[config.mk]
export PLATFORM = sky130hd
export DESIGN_NAME = coeff_bank_sched_flat
export DESIGN_NICKNAME = d
export VERILOG_FILES = /design/src/rtl/coeff_bank_sched_pkg.sv /design/src/rtl/coeff_bank_sched_if.sv /design/src/rtl/coeff_bank_rd_seq.sv /design/src/rtl/coeff_bank_sched.sv /design/src/flat_wrapper.sv
export SDC_FILE = /design/constraint.sdc
export NUM_CORES = 1
export LEC_CHECK = 0
export ABC_AREA = 0
export BUFFER_PORTS_ARGS = -buffer_cell sky130_fd_sc_hd__buf_2
export CAP_MARGIN = 20
export CORE_ASPECT_RATIO = 0.5
export CORE_MARGIN = 5
export CORE_UTILIZATION = 35
export CTS_BUF_LIST = sky130_fd_sc_hd__clkbuf_8
export DETAILED_ROUTE_END_ITERATION = 8
export SETUP_SLACK_MARGIN = 0.15
export SYNTH_ARGS = -nofsm -noshare
export SYNTH_HDL_FRONTEND = slang
export SYNTH_HIERARCHICAL = 1
export SYNTH_SLANG_ARGS = --single-unit
[constraint.sdc]
create_clock -name clk -period 4.26 [get_ports clk]
set_input_delay 0.852 -clock clk [delete_from_list [all_inputs] [get_ports clk]]
set_output_delay 0.852 -clock clk [all_outputs]
set_load 0.005 [all_outputs]
[src/rtl/coeff_bank_sched_pkg.sv]
// Shared constants and state encodings for the STFT/ISTFT ping-pong coefficient store.
package coeff_bank_sched_pkg;
  localparam int N_COEFF = 180;
  localparam int COEFF_W = 28;
  localparam int AW      = 8;

  localparam logic [AW-1:0] LAST_ADDR = AW'(N_COEFF - 1);

  typedef enum logic { ST_INIT = 1'b0, ST_RUN  = 1'b1 } top_state_e;
  typedef enum logic { R_IDLE  = 1'b0, R_DRAIN = 1'b1 } rd_state_e;
endpackage

[src/rtl/coeff_bank_sched_if.sv]
// Writer/reader handshake and bank RAM control bundle of the coefficient scheduler.
interface coeff_bank_sched_if;
  import coeff_bank_sched_pkg::*;

  logic          wr_valid;
  logic          wr_ready;
  logic          wr_en;
  logic          wr_zero;
  logic          wr_bank;
  logic [AW-1:0] wr_addr;
  logic          rd_req;
  logic          rd_stall;
  logic          rd_start;
  logic          rd_en;
  logic          rd_bank;
  logic [AW-1:0] rd_addr;
  logic          rd_last;
  logic          init_done;
  logic          overrun;

  modport master (
    input  wr_valid, rd_req, rd_stall,
    output wr_ready, wr_en, wr_zero, wr_bank, wr_addr,
           rd_start, rd_en, rd_bank, rd_addr, rd_last, init_done, overrun
  );

  modport slave (
    output wr_valid, rd_req, rd_stall,
    input  wr_ready, wr_en, wr_zero, wr_bank, wr_addr,
           rd_start, rd_en, rd_bank, rd_addr, rd_last, init_done, overrun
  );
endinterface

[src/rtl/coeff_bank_rd_seq.sv]
// Read sequencer: drains one full bank per frame toward the ISTFT, alternating banks.
module coeff_bank_rd_seq
  import coeff_bank_sched_pkg::*;
(
  input  logic          clk,
  input  logic          rst_n,
  input  logic          run_i,
  input  logic [1:0]    bank_full_i,
  input  logic          rd_req_i,
  input  logic          rd_stall_i,
  output logic          rd_start_o,
  output logic          rd_en_o,
  output logic          rd_bank_o,
  output logic [AW-1:0] rd_addr_o,
  output logic          rd_last_o
);
  rd_state_e     state_q, state_d;
  logic [AW-1:0] rd_cnt_q, rd_cnt_d;
  logic          rd_sel_q, rd_sel_d;

  always_ff @(posedge clk) begin
    if (!rst_n) begin
      state_q  <= R_IDLE;
      rd_cnt_q <= '0;
      rd_sel_q <= 1'b0;
    end else begin
      state_q  <= state_d;
      rd_cnt_q <= rd_cnt_d;
      rd_sel_q <= rd_sel_d;
    end
  end

  // The start cycle issues no read, which guarantees an idle gap between frames.
  always_comb begin
    state_d    = state_q;
    rd_cnt_d   = rd_cnt_q;
    rd_sel_d   = rd_sel_q;
    rd_start_o = 1'b0;
    rd_en_o    = 1'b0;
    rd_last_o  = 1'b0;
    case (state_q)
      R_IDLE: begin
        if (run_i && bank_full_i[rd_sel_q] && rd_req_i) begin
          rd_start_o = 1'b1;
          rd_cnt_d   = '0;
          state_d    = R_DRAIN;
        end
      end
      R_DRAIN: begin
        rd_en_o = ~rd_stall_i;
        if (rd_en_o) begin
          if (rd_cnt_q == LAST_ADDR) begin
            rd_last_o = 1'b1;
            rd_cnt_d  = '0;
            rd_sel_d  = ~rd_sel_q;
            state_d   = R_IDLE;
          end else begin
            rd_cnt_d = rd_cnt_q + 1'b1;
          end
        end
      end
    endcase
  end

  assign rd_bank_o = rd_sel_q;
  assign rd_addr_o = rd_cnt_q;
endmodule

[src/rtl/coeff_bank_sched.sv]
// Ping-pong coefficient bank scheduler: zero-fills both banks, then arbitrates STFT writes and ISTFT drains.
module coeff_bank_sched
  import coeff_bank_sched_pkg::*;
(
  input  logic clk,
  input  logic rst_n,
  coeff_bank_sched_if.master bus
);
  top_state_e    state_q, state_d;
  logic [AW-1:0] init_addr_q, init_addr_d;
  logic          init_bank_q, init_bank_d;
  logic [AW-1:0] wr_cnt_q, wr_cnt_d;
  logic          wr_sel_q, wr_sel_d;
  logic [1:0]    bank_full_q, bank_full_d;
  logic          overrun_q, overrun_d;

  logic          wr_ready, wr_en, wr_zero, wr_bank;
  logic [AW-1:0] wr_addr;
  logic          rd_bank, rd_last;

  always_ff @(posedge clk) begin
    if (!rst_n) begin
      state_q     <= ST_INIT;
      init_addr_q <= '0;
      init_bank_q <= 1'b0;
      wr_cnt_q    <= '0;
      wr_sel_q    <= 1'b0;
      bank_full_q <= 2'b00;
      overrun_q   <= 1'b0;
    end else begin
      state_q     <= state_d;
      init_addr_q <= init_addr_d;
      init_bank_q <= init_bank_d;
      wr_cnt_q    <= wr_cnt_d;
      wr_sel_q    <= wr_sel_d;
      bank_full_q <= bank_full_d;
      overrun_q   <= overrun_d;
    end
  end

  always_comb begin
    state_d     = state_q;
    init_addr_d = init_addr_q;
    init_bank_d = init_bank_q;
    wr_cnt_d    = wr_cnt_q;
    wr_sel_d    = wr_sel_q;
    bank_full_d = bank_full_q;
    overrun_d   = overrun_q;
    wr_ready    = 1'b0;
    wr_en       = 1'b0;
    wr_zero     = 1'b0;
    wr_bank     = init_bank_q;
    wr_addr     = init_addr_q;
    case (state_q)
      ST_INIT: begin
        // Gated by rst_n so the zero-fill strobe stays low while reset is held.
        wr_en   = rst_n;
        wr_zero = rst_n;
        if (init_addr_q == LAST_ADDR) begin
          init_addr_d = '0;
          init_bank_d = 1'b1;
          if (init_bank_q) state_d = ST_RUN;
        end else begin
          init_addr_d = init_addr_q + 1'b1;
        end
      end
      ST_RUN: begin
        wr_ready = ~bank_full_q[wr_sel_q];
        wr_en    = bus.wr_valid & wr_ready;
        wr_bank  = wr_sel_q;
        wr_addr  = wr_cnt_q;
        if (wr_en) begin
          if (wr_cnt_q == LAST_ADDR) begin
            wr_cnt_d              = '0;
            bank_full_d[wr_sel_q] = 1'b1;
            wr_sel_d              = ~wr_sel_q;
          end else begin
            wr_cnt_d = wr_cnt_q + 1'b1;
          end
        end
        if (bus.wr_valid && !wr_ready) overrun_d = 1'b1;
        // Write and read completions in one cycle always hit different banks.
        if (rd_last) bank_full_d[rd_bank] = 1'b0;
      end
    endcase
  end

  coeff_bank_rd_seq u_rd_seq (
    .clk         (clk),
    .rst_n       (rst_n),
    .run_i       (state_q == ST_RUN),
    .bank_full_i (bank_full_q),
    .rd_req_i    (bus.rd_req),
    .rd_stall_i  (bus.rd_stall),
    .rd_start_o  (bus.rd_start),
    .rd_en_o     (bus.rd_en),
    .rd_bank_o   (rd_bank),
    .rd_addr_o   (bus.rd_addr),
    .rd_last_o   (rd_last)
  );

  assign bus.wr_ready  = wr_ready;
  assign bus.wr_en     = wr_en;
  assign bus.wr_zero   = wr_zero;
  assign bus.wr_bank   = wr_bank;
  assign bus.wr_addr   = wr_addr;
  assign bus.rd_bank   = rd_bank;
  assign bus.rd_last   = rd_last;
  assign bus.init_done = (state_q == ST_RUN);
  assign bus.overrun   = overrun_q;
endmodule
[src/flat_wrapper.sv]
// flat-port wrapper written by rule: the top's interface ports become plain ports
module coeff_bank_sched_flat import coeff_bank_sched_pkg::*;
  (clk, rst_n, bus_wr_valid, bus_rd_req, bus_rd_stall, bus_wr_ready, bus_wr_en, bus_wr_zero, bus_wr_bank, bus_wr_addr, bus_rd_start, bus_rd_en, bus_rd_bank, bus_rd_addr, bus_rd_last, bus_init_done, bus_overrun);
  coeff_bank_sched_if bus_i ();
  input  logic clk;
  input  logic rst_n;
  input wire logic [$bits(bus_i.wr_valid)-1:0] bus_wr_valid;
  input wire logic [$bits(bus_i.rd_req)-1:0] bus_rd_req;
  input wire logic [$bits(bus_i.rd_stall)-1:0] bus_rd_stall;
  output wire logic [$bits(bus_i.wr_ready)-1:0] bus_wr_ready;
  output wire logic [$bits(bus_i.wr_en)-1:0] bus_wr_en;
  output wire logic [$bits(bus_i.wr_zero)-1:0] bus_wr_zero;
  output wire logic [$bits(bus_i.wr_bank)-1:0] bus_wr_bank;
  output wire logic [$bits(bus_i.wr_addr)-1:0] bus_wr_addr;
  output wire logic [$bits(bus_i.rd_start)-1:0] bus_rd_start;
  output wire logic [$bits(bus_i.rd_en)-1:0] bus_rd_en;
  output wire logic [$bits(bus_i.rd_bank)-1:0] bus_rd_bank;
  output wire logic [$bits(bus_i.rd_addr)-1:0] bus_rd_addr;
  output wire logic [$bits(bus_i.rd_last)-1:0] bus_rd_last;
  output wire logic [$bits(bus_i.init_done)-1:0] bus_init_done;
  output wire logic [$bits(bus_i.overrun)-1:0] bus_overrun;
  assign bus_i.wr_valid = bus_wr_valid;
  assign bus_i.rd_req = bus_rd_req;
  assign bus_i.rd_stall = bus_rd_stall;
  assign bus_wr_ready = bus_i.wr_ready;
  assign bus_wr_en = bus_i.wr_en;
  assign bus_wr_zero = bus_i.wr_zero;
  assign bus_wr_bank = bus_i.wr_bank;
  assign bus_wr_addr = bus_i.wr_addr;
  assign bus_rd_start = bus_i.rd_start;
  assign bus_rd_en = bus_i.rd_en;
  assign bus_rd_bank = bus_i.rd_bank;
  assign bus_rd_addr = bus_i.rd_addr;
  assign bus_rd_last = bus_i.rd_last;
  assign bus_init_done = bus_i.init_done;
  assign bus_overrun = bus_i.overrun;
  coeff_bank_sched u_core (.clk(clk), .rst_n(rst_n), .bus(bus_i));
endmodule
==> impl_metrics.env, run 1 <==
export IMPL_status="complete, no violations"
export IMPL_syn_to_final_growth_pct=18.75
export IMPL_holdWs_ps=463.6
export IMPL_gp_congestion=0.8791
export IMPL_fmax_mhz=352.0
export IMPL_cts_root_buf="clkbuf_8"
export IMPL_grt_overflow=0
export IMPL_critPathCaptureType="output port"
export IMPL_syn_nets=198
export IMPL_first_pass_iters=4
export IMPL_nets=230
export IMPL_r2r_cells=4
export IMPL_drive_above_1_share_pct=27.03
export IMPL_die_h_um=59.11
export IMPL_clockBufferDepth=2
export IMPL_wl_per_cell_um=13.64
export IMPL_routed_wl_um=3927
export IMPL_cts_sinks=32
export IMPL_hold_viol=0
export IMPL_die_area_um2=6396
export IMPL_core_um2=4531
export IMPL_crit_required_ps=3410
export IMPL_reg2reg_slack_ps=1950
export IMPL_holdPathStages=2
export IMPL_clock_skew_ps=9.677
export IMPL_netlist_area_um2=1688
export IMPL_clkTransAtPathRegs_ps=70
export IMPL_cts_repair_resized=0
export IMPL_post_cts_setup_buffer_count=0
export IMPL_row_count=17
export IMPL_timing_final_max_slew_violations=0
export IMPL_htreeDepth=2
export IMPL_fin_crit_sh_pct=66.68
export IMPL_hold_path_class="reg2reg"
export IMPL_drc=0
export IMPL_routed_via_density=5.156
export IMPL_grt_pass1_vias=1448
export IMPL_antenna_found_initial=0
export IMPL_ys_seq_area_share_pct=37.95
export IMPL_ir_drop_v=0.00009744
export IMPL_port_buffer_count=30
export IMPL_hp_start="u_core/bus.overrun"
export IMPL_dp_slack_ps=1633
export IMPL_p_total_uw=622.0
export IMPL_cap_violations=0
export IMPL_setup_violations=0
export IMPL_cp_start_kind="flip-flop"
export IMPL_setup_tns_ps=0
export IMPL_fillers=436
export IMPL_synth_flop_cell="dfxtp_1"
export IMPL_syn_inst=189
export IMPL_synthArstFlopShare_pct=0
export IMPL_max_slew_worst_pin_slew_ps=999.1
export IMPL_synth_edff_count=0
export IMPL_grt_setup_unrepaired="false"
export IMPL_placed_cell_area_um2=1893
export IMPL_dp_hpwl_um=2807
export IMPL_die_x_um=108.2
export IMPL_final_common_cell="dfxtp_1"
export IMPL_start_util_pct=37.25
export IMPL_fin_ws_ps=1419
export IMPL_vias=1485
export IMPL_cts_made_buffers=5
export IMPL_avgSynthCellArea_um2=8.931
export IMPL_p_leak_nw=0.7887
export IMPL_fin_area_um2=2004
export IMPL_grt_max_degree=29
export IMPL_yosysUniqueCellTypes=43
export IMPL_synth_seq_cells=32
export IMPL_power_density_nw_per_um2=310.3
export IMPL_clkLatencyLatePin_ps=290
export IMPL_hold_end="u_core/bus.overrun"
export IMPL_r2r_end="u_core/wr_cnt_q[4]"
export IMPL_final_cell_mix="dfxtp_1 (32), buf_2 (30), nor2_1 (29), nand2_1 (14), o21ai_0 (12)"
export IMPL_crit_arrival_ps=1990
export IMPL_yosysWarnings=6
export IMPL_timing_rr_start="u_core/bus.init_done"
export IMPL_antennaDiodeCount=0
export IMPL_grt_pass1_wl_um=6858
export IMPL_slew_headroom_pct=33.30
export IMPL_cts_tree="done"
export IMPL_grt_usage_pct=13.56
export IMPL_worstSetupPathType="reg2out"
export IMPL_fin_crit_ps=2841
export IMPL_io_pins=31
export IMPL_drtIter0Drc=65
export IMPL_drtAntennaViolNets=0
export IMPL_hold_buffers=0
export IMPL_cp_max_fo=28
## worst max-delay path, stage by stage (launching register included)
cell and delay, ps:
dfxtp_1 990, nand3_1 390, o21ai_0 180, buf_2 140
## cells in the mapped netlist (2+ instances only)
library cell,instances,area (um^2)
a21oi_1,4,20.02
a31oi_1,5,31.28
clkbuf_1,3,11.26
dfxtp_1,32,640.6
ha_1,4,50.05
inv_1,7,26.28
mux2_2,8,90.09
mux2_4,2,30.03
mux2i_1,4,40.04
nand2_1,14,52.55
nand3_1,6,30.03
nand4_1,6,37.54
nand4b_1,2,17.52
nor2_1,29,108.9
nor2b_1,2,12.51
nor3_1,5,25.02
nor4_1,5,31.28
o21ai_0,12,60.06
or4_4,2,22.52
xnor2_1,8,70.07
xor2_1,7,61.31
## flip-flops by register name (all words and copies together) (netlist names)
name	count
u_core/init_addr_q	8
u_core/u_rd_seq/rd_addr_o	8
u_core/wr_cnt_q	8
u_core/bank_full_q	2
u_core/bus.init_done	1
u_core/bus.overrun	1
u_core/init_bank_q	1
u_core/u_rd_seq/rd_bank_o	1
u_core/u_rd_seq/state_q	1
u_core/wr_sel_q	1
## cell type report
cell class / count / area (um^2) / share of cell area, %
multi-input combinational: 145 / 993.5 / 49.56
inverter: 7 / 26.28 / 1.311
tap: 66 / 82.58 / 4.120
timing repair buffer: 30 / 150.1 / 7.491
clock inverter: 3 / 42.54 / 2.122
clock buffer: 5 / 68.82 / 3.433
sequential: 32 / 640.6 / 31.96
## layer usage
metal	GRT usage, %	wire (um)	part of all wire (%)	vias up
met5	0	0	0	-
met1	18.10	1967	50	699
met2	20.49	1677	43	35
met4	6.475	75	1.9	0
li1	-	-	-	743
met3	3.591	207	5.3	8
## worst max path at each step
stage,startpoint,end,slack [ps],cells after the start
after floorplan,bus_rd_stall,bus_rd_last,1920,4
after global placement,bus_rd_stall,bus_rd_last,1660,6
after detailed placement,bus_rd_stall,bus_rd_last,1630,6
after CTS,u_core/bus.init_done,bus_wr_en,1410,3
after global routing,u_core/bus.init_done,bus_wr_en,1230,3
final,u_core/bus.init_done,bus_wr_en,1420,3
## stage by stage
step | cells | util, %
global route | 288 | 44.24
global placement | 280 | 41.78
CTS | 288 | 44.24
detailed placement | 280 | 41.78
finish | 288 | 44.24
floorplan | 189 | -
## where the power goes
| part | switching [mW] | internal (mW) | leakage (nW) | total [mW] |
|---|---|---|---|---|
| Sequential | 0.00298 | 0.301 | 0.258 | 0.304 |
| Combinational | 0.0128 | 0.00924 | 0.476 | 0.0220 |
| Clock | 0.122 | 0.173 | 0.0541 | 0.296 |
| Total | 0.138 | 0.484 | 0.789 | 0.622 |
## cell families (layout without fill, tap and decap cells)
group / after synthesis / after routing / share of synthesized area (%)
multiplexers: 14 / 14 / 9.489
AO/OA/AOI/OAI: 34 / 34 / 15.49
XOR/XNOR: 15 / 15 / 7.784
flip-flops: 32 / 32 / 37.95
AND/OR/NAND/NOR: 78 / 78 / 23.13
adder cells (fa/ha/maj): 4 / 4 / 2.965
buffers and inverters: 12 / 45 / 3.187
No activity file was read; power rests on OpenSTA's default activity.
==> inputs of run 2 (changes only) <==
==> constraint.sdc (replaced) <==
create_clock -name clk -period 2.3 [get_ports clk]
set_input_delay 0.46 -clock clk [delete_from_list [all_inputs] [get_ports clk]]
set_output_delay 0.46 -clock clk [all_outputs]
set_load 0.005 [all_outputs]
==> run 2 against run 1 <==
Global-route usage decreased by 0.21 points. Sequential share of layout area is 0.072 points lower. Power grew 83%. Largest power group unchanged. Highest routed layer unchanged.
==> impl_metrics.env, run 2 (synthesized netlist as in run 1, its figures left out) <==
export IMPL_status="complete, no violations"
export IMPL_power_share_clock_pct=46.8
export IMPL_port_buffer_count=30
export IMPL_die_h_um=59.11
export IMPL_slew_headroom_pct=73.60
export IMPL_drtAntennaViolNets=0
export IMPL_wl_per_cell_um=13.45
export IMPL_grt_setup_unrepaired="false"
export IMPL_critPathCaptureType="output port"
export IMPL_cts_root_buf="clkbuf_8"
export IMPL_clockBufferDepth=2
export IMPL_setup_tns_ps=0
export IMPL_holdWs_ps=478.6
export IMPL_reg2reg_slack_ps=450
export IMPL_crit_chain="mux2i_1, nand3_1, o21ai_0, buf_2"
export IMPL_io_pins=31
export IMPL_routed_via_density=5.124
export IMPL_grt_max_degree=13
export IMPL_p_leak_nw=0.8057
export IMPL_first_pass_iters=4
export IMPL_cp_top_family="flip-flops"
export IMPL_crit_start="u_core/wr_sel_q"
export IMPL_worstSetupPathType="reg2out"
export IMPL_power_switching_uw=244.8
export IMPL_critical_path_slowest_cell="dfxtp_1"
export IMPL_hold_end="u_core/bus.overrun"
export IMPL_gp_congestion=0.8444
export IMPL_vias=1486
export IMPL_intPower_uw=892.7
export IMPL_power_density_nw_per_um2=562.9
export IMPL_htreeDepth=2
export IMPL_crit_required_ps=1840
export IMPL_post_cts_setup_buffer_count=0
export IMPL_antenna_found_initial=0
export IMPL_drtIter0Drc=30
export IMPL_r2r_cells=5
export IMPL_clock_skew_ps=8.136
export IMPL_core_um2=4531
export IMPL_setup_violations=0
export IMPL_clkLatencyLatePin_ps=290
export IMPL_r2r_end="u_core/wr_sel_q"
export IMPL_die_area_um2=6396
export IMPL_fmax_mhz=488.8
export IMPL_cap_violations=0
export IMPL_syn_to_final_growth_pct=19.72
export IMPL_grt_overflow=0
export IMPL_cp_start_kind="flip-flop"
export IMPL_cp_max_fo=7
export IMPL_hp_start="bus_wr_valid"
export IMPL_holdPathStages=3
export IMPL_switching_share_pct=21.52
export IMPL_clkTransAtPathRegs_ps=70
export IMPL_routed_wl_um=3900
export IMPL_row_count=17
export IMPL_cts_sinks=32
export IMPL_power_frac_seq_pct=49.6
export IMPL_nets=232
export IMPL_antennaDiodeCount=0
export IMPL_ir_drop_v=0.0001963
export IMPL_die_x_um=108.2
export IMPL_crit_arrival_ps=1590
export IMPL_timing_rr_start="u_core/wr_cnt_q[0]"
export IMPL_drc=0
export IMPL_p_comb_share_pct=3.6
export IMPL_cp_slowest_stage_delay_ps=470
export IMPL_final_cell_mix="buf_2 (30), nor2_1 (29), dfxtp_1 (29), nand2_1 (14), o21ai_0 (12)"
export IMPL_fin_crit_sh_pct=88.95
export IMPL_hold_viol=0
export IMPL_dp_hpwl_um=2929
export IMPL_cts_made_buffers=5
export IMPL_hold_path_class="in2reg"
export IMPL_path_buf_inv=1
export IMPL_grt_pass1_vias=1407
export IMPL_grt_pass1_wl_um=6727
export IMPL_drive_above_1_share_pct=29.02
export IMPL_grt_usage_pct=13.35
export IMPL_timing_final_max_slew_violations=0
export IMPL_max_slew_worst_pin_slew_ps=391.9
export IMPL_cts_tree="done"
export IMPL_fin_crit_ps=2046
export IMPL_start_util_pct=37.25
export IMPL_final_common_cell="buf_2"
## run 2: cell types whose count changed in the layout (fill, tap and decap cells not counted), sizes merged
cell	previous run	this run
buf	30	32
clkinvlp	1	0
inv	7	8
## run 2: per-stage QoR
stage                     total power [mW]  setup WS (ps)  cell area, um^2  util (%)  cells
after CTS                            1.154          170.5             2016     44.49    290
after floorplan                     0.5990          561.9             1688         -    189
after detailed placement            0.6188          452.1             1908     42.12    282
after global routing                 1.179          161.9             2021     44.60    290
after global placement              0.6181          486.9             1908     42.12    282
final                                1.137          254.1             2021     44.60    290
## run 2: worst max-delay path by stage
stage,endpoint,slack (ps),depth (start not counted)
floorplan,u_core/wr_sel_q,560,5
global placement,bus_rd_last,490,6
detailed placement,bus_rd_last,450,6
CTS,bus_rd_last,170,5
global route,bus_rd_last,160,5
finish,bus_wr_en,250,4
## run 2: area by class of cell
class / count / area [um^2]
flip-flops and latches: 32 / 644.4
repair buffers: 32 / 165.2
well taps: 66 / 82.58
inverters: 7 / 26.28
clock inverters: 3 / 38.79
fillers: 466 / 2510
clock buffers: 5 / 68.82
multi-input cells: 145 / 994.7
## run 2: repair_timing
action                     in CTS  in global routing
hold buffers                    0                  0
gates resized for setup         0                  4
setup endpoints to repair       0                  3
## run 2: power by group through the flow
stage	Sequential (mW)	Combinational, mW	Clock [mW]
after floorplan	0.575	0.0236	0
after global placement	0.577	0.0410	0
after detailed placement	0.577	0.0417	0
after CTS	0.564	0.0421	0.547
after global routing	0.565	0.0471	0.567
final	0.564	0.0412	0.532
## run 2: tightest hold or removal path, stage by stage
cell and delay, ps:
buf_2 110, a31oi_1 80, nor2_1 80
## run 2: per-layer routing
metal  up-vias  part of all wire [%]  global-route usage (%)
met5         -                     0                       0
met2        36                    43                   20.32
li1        757                     -                       -
met4         0                   1.5                   5.396
met3         5                   5.8                   4.026
met1       688                    49                   17.80
